File: src/rtl/demux_pkg.sv
// Shared lane count, select width and lane-select type for the 1-to-8 demux.
package demux_pkg;
    localparam int NUM_LANES = 8;
    localparam int SEL_W     = 3;
    typedef logic [SEL_W-1:0] lane_sel_t;
endpackage

File: src/rtl/demux_lane.sv
// One output lane: a single-entry register with its own valid/ready handshake.
// A load in the same cycle as a drain wins, so a continuously ready consumer
// sees one word per cycle.
module demux_lane #(
    parameter int N = 4
) (
    input  logic         clk,
    input  logic         rst,
    input  logic         flush,
    input  logic         load,
    input  logic [N-1:0] din,
    input  logic         ready,
    output logic         valid,
    output logic [N-1:0] dout
);

    // valid: flush beats everything, then load, then drain
    always_ff @(posedge clk) begin
        if (rst)
            valid <= 1'b0;
        else if (flush)
            valid <= 1'b0;
        else if (load)
            valid <= 1'b1;
        else if (valid && ready)
            valid <= 1'b0;
    end

    // data only changes on load; it is kept across drain and flush
    always_ff @(posedge clk) begin
        if (rst)
            dout <= '0;
        else if (load)
            dout <= din;
    end

endmodule

File: src/rtl/demux128_reg.sv
// Registered 1-to-8 demultiplexer: steers one accepted word per cycle into one
// of eight single-entry lane registers and counts accepted words (saturating).
// Build option DEMUX_AUTO_SEL_EN: ignore in_sel and pick lanes with an internal
// round-robin pointer that advances on every accepted word.
module demux128_reg
    import demux_pkg::*;
#(
    parameter int N     = 4,
    parameter int CNT_W = 8
) (
    input  logic                 clk,
    input  logic                 rst,
    input  logic                 in_valid,
    output logic                 in_ready,
    input  logic [N-1:0]         in_data,
    input  logic [SEL_W-1:0]     in_sel,
    input  logic                 flush,
    output logic [N-1:0]         out_data [NUM_LANES-1:0],
    output logic [NUM_LANES-1:0] out_valid,
    input  logic [NUM_LANES-1:0] out_ready,
    output logic [CNT_W-1:0]     acc_cnt
);

    lane_sel_t              s;
    logic                   xfer;
    logic [NUM_LANES-1:0]   load;

`ifdef DEMUX_AUTO_SEL_EN
    lane_sel_t ptr;
    wire unused_sel = ^in_sel;

    // round-robin pointer: steps on each accepted word, untouched by flush
    always_ff @(posedge clk) begin
        if (rst)
            ptr <= '0;
        else if (xfer)
            ptr <= lane_sel_t'(ptr + 1'b1);
    end

    assign s = ptr;
`else
    assign s = in_sel;
`endif

    // the destination lane can take a word if it is empty or draining now
    assign in_ready = ~flush & (~out_valid[s] | out_ready[s]);
    assign xfer     = in_valid & in_ready;

    // one-hot load strobe toward the selected lane
    always_comb begin
        load    = '0;
        load[s] = xfer;
    end

    // accepted-word counter, sticks at all-ones
    always_ff @(posedge clk) begin
        if (rst)
            acc_cnt <= '0;
        else if (xfer && (acc_cnt != '1))
            acc_cnt <= acc_cnt + CNT_W'(1);
    end

    genvar k;
    generate
        for (k = 0; k < NUM_LANES; k++) begin : g_lane
            demux_lane #(.N(N)) u_lane (
                .clk   (clk),
                .rst   (rst),
                .flush (flush),
                .load  (load[k]),
                .din   (in_data),
                .ready (out_ready[k]),
                .valid (out_valid[k]),
                .dout  (out_data[k])
            );
        end
    endgenerate

endmodule

File: config.mk
export PLATFORM = sky130hd
export DESIGN_NAME = demux128_reg
export DESIGN_NICKNAME = d
export VERILOG_FILES = /design/src/rtl/demux_pkg.sv /design/src/rtl/demux_lane.sv /design/src/rtl/demux128_reg.sv
export SDC_FILE = /design/constraint.sdc
export NUM_CORES = 1
export LEC_CHECK = 0
export BUFFER_PORTS_ARGS = -buffer_cell sky130_fd_sc_hd__buf_2
export CORE_UTILIZATION = 40
export CTS_CLUSTER_DIAMETER = 40
export CTS_CLUSTER_SIZE = 8
export DETAILED_ROUTE_END_ITERATION = 6
export PLACE_DENSITY = 0.75
export SLEW_MARGIN = 25
export SYNTH_ARGS = -nofsm -noshare
export SYNTH_HDL_FRONTEND = slang
export SYNTH_SLANG_ARGS = --single-unit
File: constraint.sdc
create_clock -name clk -period 2.45 [get_ports clk]
set_input_delay 0.245 -clock clk [delete_from_list [all_inputs] [get_ports clk]]
set_output_delay 0.245 -clock clk [all_outputs]
set_load 0.01 [all_outputs]
==> results of run 1 <==
==> how the worst min path moves through the flow <==
stage | startpoint | to | slack (ns)
4_1_cts | out_ready[5] | g_lane[5].u_lane.valid | 0.21
3_5_place_dp | g_lane[0].u_lane.dout[1] | g_lane[0].u_lane.dout[1] | 0.48
2_1_floorplan | out_ready[1] | g_lane[1].u_lane.valid | 0.43
6_report | out_ready[5] | g_lane[5].u_lane.valid | 0.22
5_1_grt | out_ready[1] | g_lane[1].u_lane.valid | 0.21
3_3_place_gp | g_lane[1].u_lane.valid | g_lane[1].u_lane.valid | 0.47
==> routing by layer <==
metal | wire (um) | part of all wire (%) | track usage (%) | vias to the layer above
met5 | 0 | 0 | 0 | -
met4 | 63 | 1.3 | 6.92 | 0
met3 | 167 | 3.4 | 4.07 | 4
met2 | 2300 | 47 | 26.8 | 40
met1 | 2370 | 48 | 23.9 | 815
li1 | - | - | - | 878
==> cell families (layout without fill, tap and decap cells) <==
logic type	count (synthesis)	in the layout	share of synthesized area, %
flip-flops	48	48	43.6
adder cells (fa/ha/maj)	1	1	0.568
AO/OA/AOI/OAI	25	25	8.86
buffers and inverters	30	86	7.38
multiplexers	41	41	20.6
AND/OR/NAND/NOR	77	77	19.0
==> power by group <==
part           total (mW)  leakage (nW)  switching [mW]  internal [mW]
clock network       0.570        0.0541           0.268          0.302
logic               0.119         0.796          0.0722         0.0470
registers           0.795         0.387         0.00619          0.789
==> registers in the layout (all words and copies together) (netlist names) <==
name	count
g_lane.u_lane.dout	32
acc_cnt	8
g_lane.u_lane.valid	8
==> Yosys cell counts (all sizes together), types with 2 or more instances <==
| cell | number |
|---|---|
| dfxtp | 48 |
| inv | 7 |
| nor3b | 5 |
| nor3 | 3 |
| nand2 | 3 |
| o31ai | 3 |
| a21oi | 13 |
| nor4 | 3 |
| nor2 | 40 |
| buf | 13 |
| mux2 | 4 |
| and3 | 2 |
| mux4 | 3 |
| nor2b | 3 |
| nand2b | 5 |
| o211ai | 4 |
| nand3 | 4 |
| clkbuf | 10 |
| mux2i | 34 |
| or3 | 2 |
| o21ai | 2 |
| or4 | 2 |
| or3b | 2 |
==> area by class of cell <==
| type | count | share of cell area (%) |
|---|---|---|
| tap | 70 | 3.33 |
| timing repair buffer | 71 | 13.9 |
| clock buffer | 5 | 2.62 |
| multi-input combinational | 144 | 41.0 |
| clock inverter | 3 | 1.62 |
| inverter | 7 | 0.999 |
| sequential | 48 | 36.5 |
==> worst reg2reg max path: cells and delay by family, from the launching register on <==
kind / cells / cell delay, ns
AOI/OAI and AO/OA: 2 / 0.35
muxes: 1 / 0.47
and+or+nand+nor: 2 / 0.79
DFF: 1 / 0.34
==> impl_results.md, run 1 <==
* Fin cells at ~350
* Commonest cells after routing, fill and taps aside: buf_2 (67), dfxtp_1 (48), nor2_1 (40)
* Worst VDD drop at 256 uV
* Synthesized instance count at between 200 and 250
* Num rows at 26
* Unrepaired setup endpoints after global routing: no
* ANT cells at 0
* DRC Markers at 0
* Delay-heaviest family, CP: simple AND/OR/NAND/NOR gates
* CTS root buf: clkbuf_8
* Min Tclk post-route at just over 2 ns
* Tot GR Track Use at approximately 18%
* Setup WS pre-CTS at between 0.1 and 0.15 ns
* Vias in the first global route at between 1500 and 2000
* Worst hold path class: primary input to flop
* Input/output buffers at between 60 and 70
* Clk_skew at between 0.007 and 0.008 ns
* Async SR Flop Fraction at 0%
* CP arrival at around 2.3 ns
* Type of the worst setup path: flop to flop
* Synthesized net count at roughly 240
* Pleak at between 1 and 1.5 nW
* Power Total at between 1 and 1.5 mW
* Initial DRC count at between 80 and 90
* Placed insts at 340
* CP max stage delay at roughly 0.53 ns
* PnR worst setup slack at approximately 0.43 ns
* Warnings, synthesis at 0
* R2R Setup Slk at about 0.43 ns
* Setup violators final at 0
* Area grow syn2layout at 19.4%
* FILL cells at 509
* Io pins at slightly below 70
* Die W at 76.2 um
* H-tree lvl count at 2
* Cell Area, Synth at ~0.0022 mm^2
* Number of synthesized flops with an enable pin at 0
* CP cell instances: mux4_2 -> or3b_4 -> o311ai_4 -> or4_1 -> a21oi_1
* Core area at 0.00520 mm^2
* Design area at 0.00263 mm^2
* TritonCTS Buffers at 5
* Post-DP HPWL at 3570 um
* Outcome: completed
* Pin count of the biggest net entering global routing at 27
* Commonest non-fill, non-tap cell in the layout: buf_2
* Clock Latency Late Sink at 0.30 ns
* Resized cells post-CTS at 0
* Post-DRT Antenna Nets at 0
* Rel. slew slack at ~54%
* Final period util at between 80% and 90%
* Crit path capture: acc_cnt[4]
* Critical path startpoint category: flop
* Worst-margin pin slew at between 0.6 and 0.7 ns
* Initial antenna violation count at 0
* Overflow left after global routing at 0
* Die ar. at between 0.005 and 0.006 mm^2
* Crit path required time at roughly 2.7 ns
* FF-to-FF Start: g_lane[6].u_lane.valid
* Layout Nets at 297
* Core Util, Final at between 50% and 60%
* Ranking of synthesized cells by area: dfxtp_1 (44%), mux2i_1 (15%), nor2_1 (6.8%)
* Multi-input gate area at roughly 0.0011 mm^2
* Hold path depth at 3
* CTS tree: built
* Clk pin slew, worst setup/hold paths at approximately 0.090 ns
* Worst R2R Path Depth at 5
* Total wire length at ~5000 um
* Gpl congestion at 0.830
* # Post-CTS Setup Buffers at 0
* First-pass GRT wire length at 8050 um
* Hold Vio Cnt, Final at 0
* Fraction of layout cells with a size suffix above 1 at between 30% and 40%
* Area of placed instances at around 0.0025 mm^2
* FMAX at 495 MHz
* CP max-delay cell: or4_1
* Slew Limit Fails at 0
* Post-synth top area share at 43.6%
* Largest area contributor in the netlist: dfxtp_1
* Crit. path cell count at 5
* Initial Util at 42.3%
* Distinct cells, synth at 42
* Via density at about 5
* Maxcap violations at 0
* CP Launch Point: g_lane[6].u_lane.valid
* Crit. End Element: flop
* Setup_tns at 0 ns
* Critical path buffers and inverters at 0
* PD cells at roughly 560 mW/mm^2
* Register cell area after layout at about 960 um^2
* #FFs+latches synth at 48
* Die H at 76.2 um
* DR WL/cell at around 14 um
* Via count at about 1700
* CP max FO at 14
* Max Root-Sink Buffers at 2
* DRT Pass-1 Iters at 4
* Clk sink count at between 40 and 50
* Synth Area per Inst at between 9 and 10 um^2
* Hold bufs inserted after CTS at 0
* Fin Hold WS at ~0.22 ns
* Sequential fraction of the synthesis area at a little over two fifths
* Top FF cell, synth: dfxtp_1
* Critical R2R Capture: acc_cnt[4]
Note: power is estimated with default switching activity, not from simulation.
==> run 2, diff against run 1 <==
--- a/config.mk
+++ b/config.mk
@@ -5,12 +5,13 @@
 export SDC_FILE = /design/constraint.sdc
 export NUM_CORES = 1
 export LEC_CHECK = 0
+export ABC_AREA = 1
 export BUFFER_PORTS_ARGS = -buffer_cell sky130_fd_sc_hd__buf_2
 export CORE_UTILIZATION = 40
 export CTS_CLUSTER_DIAMETER = 40
 export CTS_CLUSTER_SIZE = 8
 export DETAILED_ROUTE_END_ITERATION = 6
-export PLACE_DENSITY = 0.75
+export PLACE_DENSITY = 0.77
 export SLEW_MARGIN = 25
 export SYNTH_ARGS = -nofsm -noshare
 export SYNTH_HDL_FRONTEND = slang
==> constraint.sdc (replaced) <==
create_clock -name clk -period 1.7 [get_ports clk]
set_input_delay 0.17 -clock clk [delete_from_list [all_inputs] [get_ports clk]]
set_output_delay 0.17 -clock clk [all_outputs]
set_load 0.01 [all_outputs]
==> impl_results.md, run 2 <==
* Flop pwr share at 56.3% (was 53.5%)
* Initial DRC count at 176 (was 89)
* Maxcap violations at 0 (unchanged)
* PnR worst setup slack at 0.0890 ns (was 0.431 ns)
* Io pins at 68 (unchanged)
* Type of the worst setup path: flop to primary output (was flop to flop)
* #FFs+latches synth at 48 (unchanged)
* ANT cells at 0 (unchanged)
* Min Tclk post-route at between 1.5 and 2 ns
* Hold Vio Cnt, Final at 0 (unchanged)
* Die H at 79.1 um (was 76.2 um)
* Slew Limit Fails at 0 (unchanged)
* Async SR Flop Fraction at 0% (unchanged)
* Cell Area, Synth at 0.00238 mm^2 (was 0.00220 mm^2)
* Worst-margin pin slew at 0.431 ns (was 0.689 ns)
* Outcome: completed (unchanged)
* Post-synthesis compound-gate area fraction at 9.89% (was 8.86%)
* DRC Markers at 0 (unchanged)
* Max Root-Sink Buffers at 2 (unchanged)
* Num rows at 27 (was 26)
* DR WL/cell at 14.5 um (was 14.1 um)
* Die W at 79.1 um (was 76.2 um)
* Distinct cells, synth at 26 (was 42)
* Tot GR Track Use at 20.4% (was 17.5%)
* Clk sink count at 48 (unchanged)
* Via count at 2357 (was 1737)
* Post-synth top area share at 40.4% (was 43.6%)
* CP arrival at 1.44 ns (was 2.25 ns)
* Largest area contributor in the netlist: dfxtp_1 (unchanged)
* Area grow syn2layout at 22.5% (was 19.4%)
* Critical R2R Capture: g_lane[3].u_lane.dout[2] (was acc_cnt[4])
* TritonCTS Buffers at 5 (unchanged)
* Crit path required time at 1.53 ns (was 2.68 ns)
* FILL cells at 564 (was 509)
* Vias in the first global route at 2177 (was 1612)
* Number of synthesized flops with an enable pin at 0 (unchanged)
* Commonest non-fill, non-tap cell in the layout: nand2_1 (was buf_2)
* Core area at 0.00561 mm^2 (was 0.00520 mm^2)
* PD cells at 698 mW/mm^2 (was 564 mW/mm^2)
* Synth Area in Adders at 0.526% (was 0.568%)
* Warnings, synthesis at 0 (unchanged)
* Gpl congestion at 0.867 (was 0.830)
* Count leader, synth: nand2_1 (was dfxtp_1)
* Post-synthesis mux area share at 0% (was 20.6%)
* Initial Util at 42.4% (was 42.3%)
* Hold Crit Start: out_ready[6] (was out_ready[5])
* CTS tree: built (unchanged)
* First-pass GRT wire length at 10100 um (was 8050 um)
* Synthesized instance count at 310 (was 222)
* Worst VDD drop at 411 uV (was 256 uV)
* Via density at 5.28 (was 4.99)
* NetSw at 0.526 mW (was 0.347 mW)
* Fin Hold WS at 0.149 ns (was 0.219 ns)
* Ranking of synthesized cells by area: dfxtp_1 (40%), nand2_1 (12%), nand4_1 (11%) (was dfxtp_1 (44%), mux2i_1 (15%), nor2_1 (6.8%))
* DRT Pass-1 Iters at 4 (unchanged)
* Overflow left after global routing at 0 (unchanged)
* Layout Nets at 396 (was 297)
* Sequential fraction of the synthesis area at 40.4% (was 43.6%)
* Crit. End Element: primary output (was flop)
* Pint at 1.51 mW (was 1.14 mW)
* Power Total at 2.03 mW (was 1.48 mW)
* FMAX at 621 MHz
* Main combinational cell family by area after synthesis: simple AND/OR/NAND/NOR gates (was multiplexers)
* Post-synth top cells: nand2_1 (75), dfxtp_1 (48), a21oi_1 (47) (was dfxtp_1 (48), nor2_1 (40), mux2i_1 (34))
* Sw frac at 25.9% (was 23.3%)
* CP max FO at 6 (was 14)
* Setup WS pre-CTS at 0.00299 ns (was 0.146 ns)
* FF-to-FF Start: g_lane[4].u_lane.valid (was g_lane[6].u_lane.valid)
* Rel. slew slack at 71.0% (was 53.9%)
* Clock network power share at 29.6% (was 38.4%)
* Setup violators final at 0 (unchanged)
* Max reg flops at 32 (unchanged)
* Regs by FF count: g_lane.u_lane.dout (32), acc_cnt (8), g_lane.u_lane.valid (8) (unchanged)
* Fraction of layout cells with a size suffix above 1 at 32.4% (was 35.6%)
* Synth Area in XOR/XNOR at 2.21% (was 0%)
* Hold path depth at 4 (was 3)
* CTS root buf: clkbuf_8 (unchanged)
* Worst hold path class: primary input to flop (unchanged)
* Die ar. at 0.00626 mm^2 (was 0.00581 mm^2)
* Top FF cell, synth: dfxtp_1 (unchanged)
* Pin count of the biggest net entering global routing at 32 (was 27)
* Critical path startpoint category: flop (unchanged)
* H-tree lvl count at 2 (unchanged)
* Setup_tns at 0 ns (unchanged)
* Pleak at 1.35 nW (was 1.24 nW)
* Synth Area in Simple Gates at 35.6% (was 19.0%)
* Clk_skew at 0.00463 ns (was 0.00725 ns)
* Commonest cells after routing, fill and taps aside: nand2_1 (75), buf_2 (66), a21oi_1 (47) (was buf_2 (67), dfxtp_1 (48), nor2_1 (40))
* Synth Area per Inst at 7.67 um^2 (was 9.93 um^2)
* Clock Latency Late Sink at 0.29 ns (was 0.30 ns)
* R2R Setup Slk at 0.16 ns (was 0.43 ns)
* Synthesized net count at 330 (was 242)
* Largest register by flop count: g_lane.u_lane.dout (unchanged)
* Initial antenna violation count at 0 (unchanged)
* Hold EP: g_lane[6].u_lane.valid (was g_lane[5].u_lane.valid)
* Total wire length at 6480 um (was 4900 um)
* Input/output buffers at 67 (unchanged)
* Post-DP HPWL at 4530 um (was 3570 um)
* Final period util at ~95%
* Logic pwr share at 14.1% (was 8.0%)
* Worst R2R Path Depth at 12 (was 5)
* Clk pin slew, worst setup/hold paths at 0.08 ns (was 0.09 ns)
* Post-DRT Antenna Nets at 0 (unchanged)
==> run 2: changes by cell type after synthesis, moves of 29 or more <==
cell,before,now
nand2_1,3,75
a21oi_1,12,47
nand4_1,0,41
mux2i_1,34,0
nor2_1,40,11
==> run 2: what timing repair did <==
item                                   in CTS  in global routing
endpoints found under the hold margin       0                  0
pin swaps                                   0                  2
setup buffers                               0                  6
cloned                                      0                  1
resized for setup                           1                 10
hold buffers                                0                  0
setup endpoints to repair                   8                  9
==> run 2: logic make-up after synthesis <==
kind of cell | after synthesis
and+or+nand+nor | 159
adders and majority gates | 1
xor gates and xnor gates | 6
AOI/OAI and AO/OA | 47
DFF | 48
buffers and inverters | 49
==> run 2: power groups by stage <==
stage          clock network, mW  registers (mW)  logic [mW]
5_1_grt                    0.655            1.15       0.309
4_1_cts                    0.617            1.14       0.257
2_1_floorplan                  0            1.18       0.167
3_3_place_gp                   0            1.17       0.252
6_report                   0.601            1.14       0.286
3_5_place_dp                   0            1.17       0.256
==> run 2: how the worst max path moves through the flow <==
stage                     cells past startpoint                   start  slack, ns         end
after global routing                          7              acc_cnt[1]      -0.01  acc_cnt[2]
after detailed placement                      7              acc_cnt[1]      0.003  acc_cnt[2]
after global placement                        8              acc_cnt[1]       0.01  acc_cnt[0]
after floorplan                               8              acc_cnt[1]       0.16  acc_cnt[0]
final                                         9  g_lane[4].u_lane.valid       0.09    in_ready
after CTS                                     9  g_lane[4].u_lane.valid       0.01    in_ready
==> run 2: area by class of cell <==
| type | instances | area (um^2) | area share, % |
|---|---|---|---|
| inverters | 20 | 75.1 | 2.58 |
| clock buffers | 5 | 68.8 | 2.36 |
| multi-input cells | 213 | 1170 | 40.2 |
| well taps | 72 | 90.1 | 3.09 |
| repair buffers | 88 | 542 | 18.6 |
| flip-flops and latches | 48 | 966 | 33.2 |
==> run 2: routing by layer <==
| layer | global-route usage, % | share of wire (%) | routed length (um) | vias up |
|---|---|---|---|---|
| met4 | 6.55 | 1.1 | 73 | 0 |
| li1 | - | - | - | 1188 |
| met3 | 4.37 | 6.6 | 429 | 6 |
| met1 | 28.2 | 46 | 3000 | 1079 |
| met5 | 0 | 0 | 0 | - |
| met2 | 31.6 | 46 | 2970 | 84 |
==> run 2: worst max-delay path, cell delays in order (launching register included) <==
cell     delay (ns)
dfxtp_1        0.32
inv_1          0.06
nand2_1        0.07
nand3_2        0.10
nand3_1        0.08
nor2_2         0.10
nor2_2         0.06
nor2_4         0.15
buf_12         0.13
buf_6          0.09
==> run 2: through the flow <==
| step | utilization, % | instances | instance area, um^2 |
|---|---|---|---|
| after floorplan | - | 310 | 2380 |
| after detailed placement | 48.8 | 434 | 2740 |
| after global routing | 51.9 | 446 | 2910 |
| after CTS | 50.1 | 439 | 2810 |
| final | 51.9 | 446 | 2910 |
| after global placement | 48.8 | 434 | 2740 |
==> run 3, diff against run 2 <==
--- a/config.mk
+++ b/config.mk
@@ -7,6 +7,7 @@
 export LEC_CHECK = 0
 export ABC_AREA = 1
 export BUFFER_PORTS_ARGS = -buffer_cell sky130_fd_sc_hd__buf_2
+export CORE_MARGIN = 2
 export CORE_UTILIZATION = 40
 export CTS_CLUSTER_DIAMETER = 40
 export CTS_CLUSTER_SIZE = 8
==> impl_results.md, run 3 (synthesis gave the netlist of run 2 again) <==
* Flop pwr share at 53.9% (was 56.3%)
* FF-to-FF Start: acc_cnt[1] (was g_lane[4].u_lane.valid)
* PD cells at 726 mW/mm^2 (was 698 mW/mm^2)
* Unrepaired setup endpoints after global routing: yes
* Worst R2R Path Depth at 7 (was 12)
* Pleak at 1.36 nW (was 1.35 nW)
* Via density at 5.28 (about the same)
* Hold Crit Start: out_ready[3] (was out_ready[6])
* CTS tree: built (unchanged)
* Regs by FF count: g_lane.u_lane.dout (32), acc_cnt (8), g_lane.u_lane.valid (8) (unchanged)
* DR WL/cell at 14.5 um (about the same)
* Outcome: completed (unchanged)
* Fin cells at 450 (was 446)
* Num rows at 28 (was 27)
* Setup_tns at 0 ns (unchanged)
* TritonCTS Buffers at 5 (unchanged)
* Rel. slew slack at 68.2% (was 71.0%)
* R2R Setup Slk at 0.08 ns (was 0.16 ns)
* Maxcap violations at 0 (unchanged)
* Clock Latency Late Sink at 0.30 ns (was 0.29 ns)
* Pin count of the biggest net entering global routing at 24 (was 32)
* Tot GR Track Use at 20.3% (was 20.4%)
* Input/output buffers at 67 (unchanged)
* Die W at 81.1 um (was 79.1 um)
* Hold Vio Cnt, Final at 0 (unchanged)
* PnR worst setup slack at 0.0670 ns (was 0.0890 ns)
* Pint at 1.58 mW (was 1.51 mW)
* CP cell instances: inv_1 -> nand2_1 -> nand3_2 -> nand3_1 -> nor2_1 -> nor2_2 -> nor2_4 -> buf_12 -> buf_6 (was inv_1 -> nand2_1 -> nand3_2 -> nand3_1 -> nor2_2 -> nor2_2 -> nor2_4 -> buf_12 -> buf_6)
* Clk_skew at 0.00984 ns (was 0.00463 ns)
* ANT cells at 0 (unchanged)
* Area of placed instances at 0.00272 mm^2 (was 0.00274 mm^2)
* Layout Nets at 394 (was 396)
* Largest register by flop count: g_lane.u_lane.dout (unchanged)
* Post-DRT Antenna Nets at 0 (unchanged)
* First-pass GRT wire length at 10300 um (was 10100 um)
* Initial Util at 40.9% (was 42.4%)
* Clock network power share at 32.6% (was 29.6%)
* Commonest non-fill, non-tap cell in the layout: nand2_1 (unchanged)
* Worst VDD drop at 387 uV (was 411 uV)
* Clk pin slew, worst setup/hold paths at 0.09 ns (was 0.08 ns)
* Die H at 81.1 um (was 79.1 um)
* Fraction of layout cells with a size suffix above 1 at 31.5% (was 32.4%)
* Vias in the first global route at 2165 (was 2177)
* CTS root buf: clkbuf_8 (unchanged)
* Design area at 0.00293 mm^2 (was 0.00291 mm^2)
* Sw frac at 25.9% (about the same)
* CP max-delay cell: dfxtp_1 (unchanged)
* Hold path depth at 4 (unchanged)
* CP arrival at 1.46 ns (was 1.44 ns)
* Post-DP HPWL at 4470 um (was 4530 um)
* Max Root-Sink Buffers at 2 (unchanged)
* Die ar. at 0.00658 mm^2 (was 0.00626 mm^2)
* Hold bufs inserted after CTS at 0 (unchanged)
* H-tree lvl count at 2 (unchanged)
* Placed insts at 436 (was 434)
* NetSw at 0.550 mW (was 0.526 mW)
* Setup violators final at 0 (unchanged)
* FMAX at 612 MHz (was 621 MHz)
* DRT Pass-1 Iters at 4 (unchanged)
* Critical path buffers and inverters at 3 (unchanged)
* Core Util, Final at 50.4% (was 51.9%)
* CP max FO at 6 (unchanged)
* DRC Markers at 0 (unchanged)
* Setup WS pre-CTS at -0.00751 ns (was 0.00299 ns)
* Clk sink count at 48 (unchanged)
* Crit. End Element: primary output (unchanged)
* CP max stage delay at 0.33 ns (was 0.32 ns)
* Critical path startpoint category: flop (unchanged)
* Type of the worst setup path: flop to primary output (unchanged)
* Core area at 0.00582 mm^2 (was 0.00561 mm^2)
* Overflow left after global routing at 0 (unchanged)
* Initial antenna violation count at 0 (unchanged)
* Critical R2R Capture: acc_cnt[5] (was g_lane[3].u_lane.dout[2])
* Hold EP: g_lane[3].u_lane.valid (was g_lane[6].u_lane.valid)
* Area grow syn2layout at 23.1% (was 22.5%)
* Min Tclk post-route at 1.63 ns (was 1.61 ns)
* Crit path required time at 1.53 ns (about the same)
* Max reg flops at 32 (unchanged)
* Delay-heaviest family, CP: simple AND/OR/NAND/NOR gates (unchanged)
* Via count at 2377 (was 2357)
* Worst-margin pin slew at 0.477 ns (was 0.431 ns)
* Worst hold path class: primary input to flop (unchanged)
* Total wire length at 6510 um (was 6480 um)
* Slew Limit Fails at 0 (unchanged)
* Commonest cells after routing, fill and taps aside: nand2_1 (75), buf_2 (66), dfxtp_1 (47) (was nand2_1 (75), buf_2 (66), a21oi_1 (47))
* Final period util at 96.1% (was 94.8%)
* Gpl congestion at 0.944 (was 0.867)
* Logic pwr share at 13.5% (was 14.1%)
* Initial DRC count at 151 (was 176)
* Io pins at 68 (unchanged)
==> run 3: cell types whose count changed in the layout (fill, tap and decap cells not counted), moves of 2 or more <==
cell	before	now
a21oi_1	47	45
dfxtp_1	44	47
clkbuf_1	0	2
a21oi_2	0	2
dfxtp_2	4	1
buf_4	18	16
==> run 3: stage by stage <==
| stage | hold slack, ns | power (mW) |
|---|---|---|
| 6_report | 0.121 | 2.13 |
| 5_1_grt | 0.143 | 2.22 |
| 4_1_cts | 0.126 | 2.12 |
| 3_5_place_dp | 0.451 | 1.42 |
| 3_3_place_gp | 0.450 | 1.42 |
| 2_1_floorplan | 0.325 | 1.34 |
==> run 3: worst max path at each step <==
stage                                start         end  slack [ns]  cells after the start
floorplan                       acc_cnt[1]  acc_cnt[0]        0.16                      8
global placement                acc_cnt[1]  acc_cnt[1]       -0.01                      7
detailed placement              acc_cnt[1]  acc_cnt[5]      -0.008                      7
CTS                 g_lane[4].u_lane.valid    in_ready       -0.02                      9
global route        g_lane[3].u_lane.valid    in_ready       -0.05                      9
finish              g_lane[4].u_lane.valid    in_ready        0.07                      9
==> run 3: worst register-to-register path, stage by stage (launching register included) <==
cell and delay, ns:
dfxtp_1 0.38, ha_1 0.23, nand3_1 0.12, nor2_2 0.17, nand3_2 0.22, nand4_4 0.23
nand2_1 0.07, a21oi_1 0.14
==> run 3: area by class of cell <==
type | count | area (um^2)
timing repair buffer | 86 | 539
multi-input combinational | 213 | 1170
clock buffer | 8 | 90.1
tap | 75 | 93.8
fill | 602 | 2890
inverter | 20 | 75.1
sequential | 48 | 962
==> run 3: timing repair <==
action	4_1_cts	5_1_grt
cloned	1	1
pin swaps	0	4
endpoints found under the setup margin	9	14
buffers inserted	0	4
gates resized for setup	1	7
==> run 3: power groups by stage <==
stage | Combinational, mW | Sequential (mW) | Clock, mW
2_1_floorplan | 0.167 | 1.18 | 0
3_3_place_gp | 0.245 | 1.17 | 0
3_5_place_dp | 0.247 | 1.17 | 0
4_1_cts | 0.263 | 1.14 | 0.710
5_1_grt | 0.312 | 1.15 | 0.758
6_report | 0.287 | 1.15 | 0.694
==> run 3: layer usage <==
layer | vias to the layer above | global-route usage, % | part of all wire [%]
li1 | 1185 | - | -
met4 | 0 | 7.63 | 1.4
met2 | 98 | 30.9 | 46
met3 | 7 | 5.00 | 8.3
met5 | - | 0 | 0
met1 | 1087 | 27.8 | 44
